File: src/rtl/decoder_4x16_seq.sv
// Sequenced 4-to-16 decoder: each accepted index drives a one-hot Y for HOLD_CYCLES cycles,
// then one zero cycle. Define DEC_QUEUE_EN to add a one-entry input queue.
module decoder_4x16_seq #(
    parameter int HOLD_CYCLES = 4
) (
    input  logic        clk,
    input  logic        rst,
    input  logic [3:0]  A,
    input  logic        in_valid,
    output logic        in_ready,
    output logic [15:0] Y,
    output logic        out_valid,
    output logic [7:0]  pulse_cnt
);

    typedef enum logic [1:0] {
        IDLE  = 2'd0,
        DRIVE = 2'd1,
        GAP   = 2'd2
    } state_t;

    localparam logic [3:0] HOLD_LOAD = 4'(HOLD_CYCLES - 1);

    state_t      state;
    state_t      state_next;
    logic [15:0] y_next;
    logic [3:0]  hold_cnt;
    logic [3:0]  hold_next;
    logic [7:0]  cnt_next;
    logic        accept;

`ifdef DEC_QUEUE_EN
    logic        q_full;
    logic        q_full_next;
    logic [3:0]  q_idx;
    logic [3:0]  q_idx_next;

    // Queue is always empty in IDLE, so this also keeps IDLE ready.
    assign in_ready = !q_full;
`else
    assign in_ready = (state == IDLE);
`endif

    assign accept    = in_valid && in_ready;
    assign out_valid = |Y;

    always_comb begin
        state_next = state;
        y_next     = Y;
        hold_next  = hold_cnt;
        cnt_next   = pulse_cnt;
`ifdef DEC_QUEUE_EN
        q_full_next = q_full;
        q_idx_next  = q_idx;
`endif
        case (state)
            IDLE: begin
                if (accept) begin
                    state_next = DRIVE;
                    y_next     = 16'h0001 << A;
                    hold_next  = HOLD_LOAD;
                end
            end
            DRIVE: begin
`ifdef DEC_QUEUE_EN
                if (accept) begin
                    q_full_next = 1'b1;
                    q_idx_next  = A;
                end
`endif
                if (hold_cnt == 4'd0) begin
                    state_next = GAP;
                    y_next     = 16'h0000;
                end else begin
                    hold_next = hold_cnt - 4'd1;
                end
            end
            GAP: begin
                // The pulse counts as complete only once its gap cycle finishes.
                cnt_next = pulse_cnt + 8'd1;
`ifdef DEC_QUEUE_EN
                if (q_full) begin
                    state_next  = DRIVE;
                    y_next      = 16'h0001 << q_idx;
                    hold_next   = HOLD_LOAD;
                    q_full_next = 1'b0;
                end else if (accept) begin
                    state_next = DRIVE;
                    y_next     = 16'h0001 << A;
                    hold_next  = HOLD_LOAD;
                end else begin
                    state_next = IDLE;
                end
`else
                state_next = IDLE;
`endif
            end
            default: begin
                state_next = IDLE;
                y_next     = 16'h0000;
                hold_next  = 4'd0;
            end
        endcase
    end

    always_ff @(posedge clk) begin
        if (rst) begin
            state     <= IDLE;
            Y         <= 16'h0000;
            hold_cnt  <= 4'd0;
            pulse_cnt <= 8'd0;
`ifdef DEC_QUEUE_EN
            q_full    <= 1'b0;
            q_idx     <= 4'd0;
`endif
        end else begin
            state     <= state_next;
            Y         <= y_next;
            hold_cnt  <= hold_next;
            pulse_cnt <= cnt_next;
`ifdef DEC_QUEUE_EN
            q_full    <= q_full_next;
            q_idx     <= q_idx_next;
`endif
        end
    end

endmodule

File: config.mk
export PLATFORM = sky130hd
export DESIGN_NAME = decoder_4x16_seq
export DESIGN_NICKNAME = d
export VERILOG_FILES = /design/src/rtl/decoder_4x16_seq.sv
export SDC_FILE = /design/constraint.sdc
export NUM_CORES = 1
export LEC_CHECK = 0
export ABC_AREA = 1
export CORE_MARGIN = 1
export CORE_UTILIZATION = 34
export DETAILED_ROUTE_END_ITERATION = 7
export HOLD_SLACK_MARGIN = 0.06
export PLACE_DENSITY = 0.57
export SLEW_MARGIN = 20
export SYNTH_ARGS = -nofsm -noshare
export SYNTH_HDL_FRONTEND = slang
export SYNTH_SLANG_ARGS = --single-unit
export TNS_END_PERCENT = 100
File: constraint.sdc
create_clock -name clk -period 1.9 [get_ports clk]
set_clock_uncertainty 0.2 [all_clocks]
set_input_delay 0.285 -clock clk [delete_from_list [all_inputs] [get_ports clk]]
set_output_delay 0.285 -clock clk [all_outputs]
set_load 0.02 [all_outputs]
==> impl_metrics.yaml, run 1 <==
finish:
  register_area_um2: 600.6
  nFillCells: 450
  layout_common_cells: "nand2_1, nor2_1, dfxtp_1, clkdlybuf4s50_1, a21oi_1"
  final_area_um2: 1909
  multiInputGateArea_um2: 724.4
  final_common_cell: "nand2_1"
  drive_gt1_share_pct: 7.258
  num_antenna_cells: 0
  layout.nets: 257
  syn2layout_area_growth_pct: 33.04
  final_core_util_pct: 47.39
worst_setup_path:
  crit_slowest_cell: "dlygate4sd2_1"
  required_ns: 1.41
  worstSetupPathType: "reg2out"
  critical_path_buf_inv_count: 1
  cp_top_family: "simple AND/OR/NAND/NOR gates"
  timing.rr.end: "Y[6]$_SDFFE_PP0P_"
  r2r_cells: 8
  r2r_start: "hold_cnt[0]$_SDFFE_PP0P_"
  worstPathCellList: "nor2_1 > nand3_1 > nor3_2 > nand3_1 > dlygate4sd2_1"
  r2r_setup_slack_ns: 0.37
  crit_path_max_incr_delay_ns: 0.33
  startpoint: "Y[8]$_SDFFE_PP0P_"
  crit_fanout: 3
  crit_cells: 5
  critPathLaunchType: "flip-flop"
  end_kind: "output port"
  crit_arrival_ns: 1.30
  crit_top_cell: "nand3_1"
  endpoint: "out_valid"
logic_synthesis:
  synth_nets: 219
  synthesis.yosys.warnings: 0
  yosysSeqAreaShare_pct: 41.85
  syn_avg_cell_area_um2: 6.867
  ys_seq_elements: 30
  synth_area_um2: 1435
  netlist_instances: 209
  yosysUniqueCellTypes: 19
floorplan:
  die-area_um2: 4485
  fp.dieW_um: 66.97
  core_um2: 4029
  start_util_pct: 35.62
  ios: 33
  num_rows: 23
  die_h_um: 66.97
sta:
  post-route-period-util_pct: 94.15
  fmax_mhz: 559.0
  slew_headroom_pct: 81.96
  tightest_slew_ns: 0.2686
  finalHoldViolations: 0
  period_needed_ns: 1.789
  drv_slew: 0
  finalSetupViolCount: 0
place:
  finalWeightedCongestion: 0.8963
  numPortBuffers: 32
  dp_hpwl_um: 2428
  dpl_cell_area_um2: 1810
clock_tree:
  post_cts_buffers: 0
  clock_latency_ns: 0.28
  clk_pin_slew_ns: 0.06
  numCtsBuffers: 5
  cts-root-buf: "clkbuf_8"
  htreeDepth: 2
  cts_hold_buf: 0
  ctsLongestPathBuffers: 2
  cts_tree: "done"
  clock-sinks: 30
power_and_ir_drop:
  power_density_nw_per_um2: 825.6
  vdd_drop_max_v: 0.0004436
  power_leakage_nw: 0.7899
route:
  wire_per_inst_um: 10.72
  drc_errors: 0
  drt.antenna.violating_nets: 0
  drtPass1Iterations: 5
  drt-total-wl_um: 3196
  via_count: 1388
  viasPerCell: 4.658
  drtIter0Drc: 107
global_routing:
  track_usage_pct: 16.40
  gr-total-overflow: 0
  grt_antenna_before_repair: 0
  first_global_vias: 1272
  grt_pass1_wl_um: 5416
  grt_max_degree: 17
flow_run:
  cap_violations: 0
hold_path:
  hp-class: "reg2reg"
status:
  status: "finished clean"
[synthesized netlist by cell type (all sizes together)]
cell type / n / area, µm²
a21oi: 24 / 120.1
buf: 3 / 30.03
clkbuf: 2 / 7.510
clkinv: 2 / 7.510
dfxtp: 30 / 600.6
ha: 3 / 37.54
inv: 20 / 75.07
nand2: 53 / 221.5
nand3: 23 / 115.1
nand4: 4 / 25.02
nor2: 34 / 135.1
nor3: 7 / 35.03
nor4: 1 / 6.260
o21ai: 2 / 10.01
xor2: 1 / 8.760
[kinds of logic after synthesis]
logic type / count (synthesis) / share of synthesized area, %
xor gates and xnor gates: 1 / 0.6104
AOI/OAI and AO/OA: 26 / 9.067
buffers and inverters: 27 / 8.370
adders and majority gates: 3 / 2.616
and+or+nand+nor: 122 / 37.49
DFF: 30 / 41.85
[per-stage QoR]
step	power, mW	setup slack, ns	TNS [ns]	hold WS, ns	instances
finish	1.576	0.1112	0	0.2755	298
global route	1.677	-0.0009800	-0.0009800	0.3091	298
CTS	1.601	0.01704	0	0.2819	298
detailed placement	1.076	0.1029	0	0.2686	290
global placement	1.079	0.1058	0	0.2672	290
floorplan	0.9626	0.3992	0	0.2529	209
[final cells by class]
| cell class | instances | share of cell area, % |
|---|---|---|
| multi-input cells | 152 | 37.94 |
| flip-flops and latches | 30 | 31.45 |
| repair buffers | 36 | 18.22 |
| clock buffers | 7 | 4.522 |
| inverters | 22 | 4.325 |
| well taps | 50 | 3.277 |
| clock inverters | 1 | 0.2621 |
[report_power, final]
group	total, mW	switching [mW]	internal, mW	leakage [nW]
Clock	0.519	0.228	0.292	0.0482
Sequential	0.694	0.0300	0.664	0.244
Combinational	0.363	0.220	0.143	0.498
[flip-flops by register name (all words and copies together) (netlist names)]
signal / count
Y: 16
pulse_cnt: 8
hold_cnt: 4
state: 2
[worst register-to-register path, cell delays in order, from the launching register on]
cell,delay (ns)
dfxtp_1,0.38
inv_1,0.08
ha_1,0.21
nand2_1,0.12
nand2_4,0.11
nand2_4,0.15
nand2_1,0.07
nand2_1,0.07
nor2_1,0.03
[worst min path at each step]
stage | to | slack, ns | from | cells after the start
6_report | hold_cnt[1]$_SDFFE_PP0P_ | 0.28 | hold_cnt[1]$_SDFFE_PP0P_ | 2
5_1_grt | Y[8]$_SDFFE_PP0P_ | 0.31 | Y[8]$_SDFFE_PP0P_ | 2
4_1_cts | hold_cnt[1]$_SDFFE_PP0P_ | 0.28 | hold_cnt[1]$_SDFFE_PP0P_ | 2
3_5_place_dp | pulse_cnt[2]$_SDFFE_PP0N_ | 0.27 | pulse_cnt[2]$_SDFFE_PP0N_ | 2
3_3_place_gp | Y[15]$_SDFFE_PP0P_ | 0.27 | Y[15]$_SDFFE_PP0P_ | 2
2_1_floorplan | hold_cnt[1]$_SDFFE_PP0P_ | 0.25 | hold_cnt[1]$_SDFFE_PP0P_ | 2
[routing by layer]
| metal | part of all wire (%) | track usage [%] | vias to the layer above |
|---|---|---|---|
| li1 | - | - | 753 |
| met1 | 50 | 19.92 | 596 |
| met2 | 43 | 26.52 | 33 |
| met3 | 5.2 | 5.308 | 6 |
| met4 | 1.6 | 6.383 | 0 |
| met5 | 0 | 0 | - |
[what timing repair did]
item,4_1_cts,5_1_grt
resized for setup,2,2
setup endpoints to repair,2,1
endpoints found under the hold margin,0,0
Power figures use the tool's default switching activity.
==> run 2: changes to the inputs <==
- PLACE_DENSITY: 0.57 -> 0.59
- clock period: 1.9 -> 1.5 ns (I/O delays scaled with it)
==> run 2 against run 1 <==
Compared with the run above:
- the flow now finishes with violations (negative setup slack)
- sequential power up 26%
- cell count up 11%
- largest power group unchanged
- register-to-register slack worse by 0.34 ns
- global-route usage increased by 1.3 points
- via count up 9.8%
- first-iteration DRC count decreased by 6.5%
==> impl_metrics.yaml, run 2 (synthesized netlist as in run 1, its figures left out) <==
floorplan:
  ios: 33
  core_um2: 4029
  die-area_um2: 4485
  fp.dieW_um: 66.97
  start_util_pct: 35.62
  num_rows: 23
  die_h_um: 66.97
sta:
  setup_tns_ns: -0.07230
  drv_slew: 0
  slew_headroom_pct: 81.54
  finalSetupViolCount: 1
  period_needed_ns: 1.572
  finalHoldViolations: 0
  fmax_mhz: 636.0
  tightest_slew_ns: 0.2752
  rsz0062_at_grt: "yes"
  post-route-period-util_pct: 104.8
  postLayoutSetupSlackWorst_ns: -0.07230
power_and_ir_drop:
  power_leakage_nw: 1.053
  p_int_mw: 1.586
  power_density_nw_per_um2: 1003
  p_sw_uw: 670.8
  p_comb_share_pct: 27.7
  p_total_mw: 2.257
  vdd_drop_max_v: 0.0006492
  switching_share_pct: 29.72
  clkPwrFrac_pct: 33.5
  seqPwrFrac_pct: 38.8
global_routing:
  first_global_vias: 1410
  track_usage_pct: 17.69
  grt_max_degree: 16
  gr-total-overflow: 0
  grt_pass1_wl_um: 5927
  grt_antenna_before_repair: 0
route:
  drtPass1Iterations: 4
  drt.antenna.violating_nets: 0
  wire_per_inst_um: 10.58
  drt-total-wl_um: 3503
  via_count: 1524
  drc_errors: 0
  drtIter0Drc: 100
  viasPerCell: 4.604
finish:
  final_common_cell: "nand2_1"
  layout_common_cells: "nand2_1, buf_4, nor2_1, dfxtp_1, a21oi_1"
  num_antenna_cells: 0
  syn2layout_area_growth_pct: 56.76
  register_area_um2: 608.1
  stdcell_count: 331
  final_core_util_pct: 55.84
  drive_gt1_share_pct: 27.05
  largest_register_ffs: 16
  layout.nets: 290
  top_regs: "Y x16, pulse_cnt x8, hold_cnt x4"
  multiInputGateArea_um2: 794.5
  nFillCells: 398
  top_register: "Y"
clock_tree:
  cts_tree: "done"
  ctsLongestPathBuffers: 2
  clock_latency_ns: 0.28
  numCtsBuffers: 5
  clk_pin_slew_ns: 0.06
  clock-sinks: 30
  htreeDepth: 2
  cts-root-buf: "clkbuf_8"
worst_setup_path:
  r2r_start: "state[0]$_SDFFE_PP0P_"
  r2r_cells: 7
  crit_top_cell: "nand3_1"
  critPathLaunchType: "flip-flop"
  crit_arrival_ns: 1.15
  r2r_setup_slack_ns: 0.03
  required_ns: 1.07
  crit_path_max_incr_delay_ns: 0.31
  worstPathCellList: "nor2_1 > nand3_1 > nor3_2 > nand3_1 > buf_2"
  crit_slowest_cell: "dfxtp_1"
  crit_fanout: 2
  end_kind: "output port"
  worstSetupPathType: "reg2out"
  timing.rr.end: "Y[10]$_SDFFE_PP0P_"
status:
  failed_checks: "negative setup slack"
  status: "finished, violations left"
place:
  dp_cells: 320
  numPortBuffers: 32
  dp_hpwl_um: 2501
  finalWeightedCongestion: 0.8139
  pre_cts_slack_ns: -0.2145
flow_run:
  cap_violations: 0
hold_path:
  hold-path-cell-count: 2
  hp-class: "reg2reg"
  hold_end: "pulse_cnt[2]$_SDFFE_PP0N_"
  hp-start: "pulse_cnt[2]$_SDFFE_PP0N_"
==> run 2: changes by cell type in the layout (fill, tap and decap cells not counted), sizes merged <==
| cell | delta |
|---|---|
| clkdlybuf4s50 | -24 |
| clkbuf | +6 |
| buf | +33 |
| clkinvlp | +2 |
| clkdlybuf4s15 | +9 |
| clkinv | -2 |
| dlygate4sd2 | +9 |
==> run 2: area by class of cell <==
cell class,count,area share (%)
multi-input combinational,152,35.32
tap,50,2.781
timing repair inverter,1,0.2225
sequential,30,27.03
timing repair buffer,68,25.81
inverter,22,3.949
clock buffer,8,4.894
==> run 2: what timing repair did <==
item	4_1_cts	5_1_grt
buffers inserted	0	1
hold buffers	0	0
setup endpoints to repair	29	38
cloned	0	2
gates resized for setup	36	39
pin swaps	0	5
==> run 2: power by group through the flow <==
stage / clock network [mW] / registers, mW / logic, mW
finish: 0.755 / 0.877 / 0.625
CTS: 0.779 / 0.871 / 0.558
detailed placement: 0 / 0.886 / 0.574
global placement: 0 / 0.887 / 0.575
global route: 0.822 / 0.883 / 0.692
floorplan: 0 / 0.922 / 0.299
==> run 2: metrics by stage <==
step | area (µm²) | hold WS (ns)
2_1_floorplan | 1438 | 0.2229
3_3_place_gp | 2051 | 0.2673
3_5_place_dp | 2051 | 0.2712
4_1_cts | 2145 | 0.2796
5_1_grt | 2250 | 0.3072
6_report | 2250 | 0.2766
==> run 2: worst max-delay path: cells and delay by family (launching register included) <==
family | cells | cell delay [ns]
buffers and inverters | 1 | 0.17
AND/OR/NAND/NOR | 4 | 0.39
flip-flops | 1 | 0.31
==> run 2: routing by layer <==
layer / up-vias / track usage, % / share of wire [%]
met1: 666 / 21.80 / 47
met3: 4 / 4.110 / 5.6
li1: 816 / - / -
met2: 38 / 28.54 / 46
met4: 0 / 8.777 / 1.1
met5: - / 0 / 0
==> run 2: how the worst max path moves through the flow <==
stage                                   start                   endpoint  slack, ns  cells after the start
finish                      Y[8]$_SDFFE_PP0P_                  out_valid      -0.07                      5
global route               Y[15]$_SDFFE_PP0P_                  out_valid      -0.21                      5
CTS                         Y[8]$_SDFFE_PP0P_                  out_valid      -0.10                      5
detailed placement          Y[8]$_SDFFE_PP0P_                  out_valid      -0.21                      5
global placement            Y[8]$_SDFFE_PP0P_                  out_valid      -0.22                      5
floorplan           pulse_cnt[0]$_SDFFE_PP0N_  pulse_cnt[6]$_SDFFE_PP0N_       0.08                      6
==> run 3: changes to the inputs <==
- CTS_CLUSTER_DIAMETER: unset -> 40
==> results of run 3 <==
The final DEF is identical to that of run 2; final timing and power are the same.
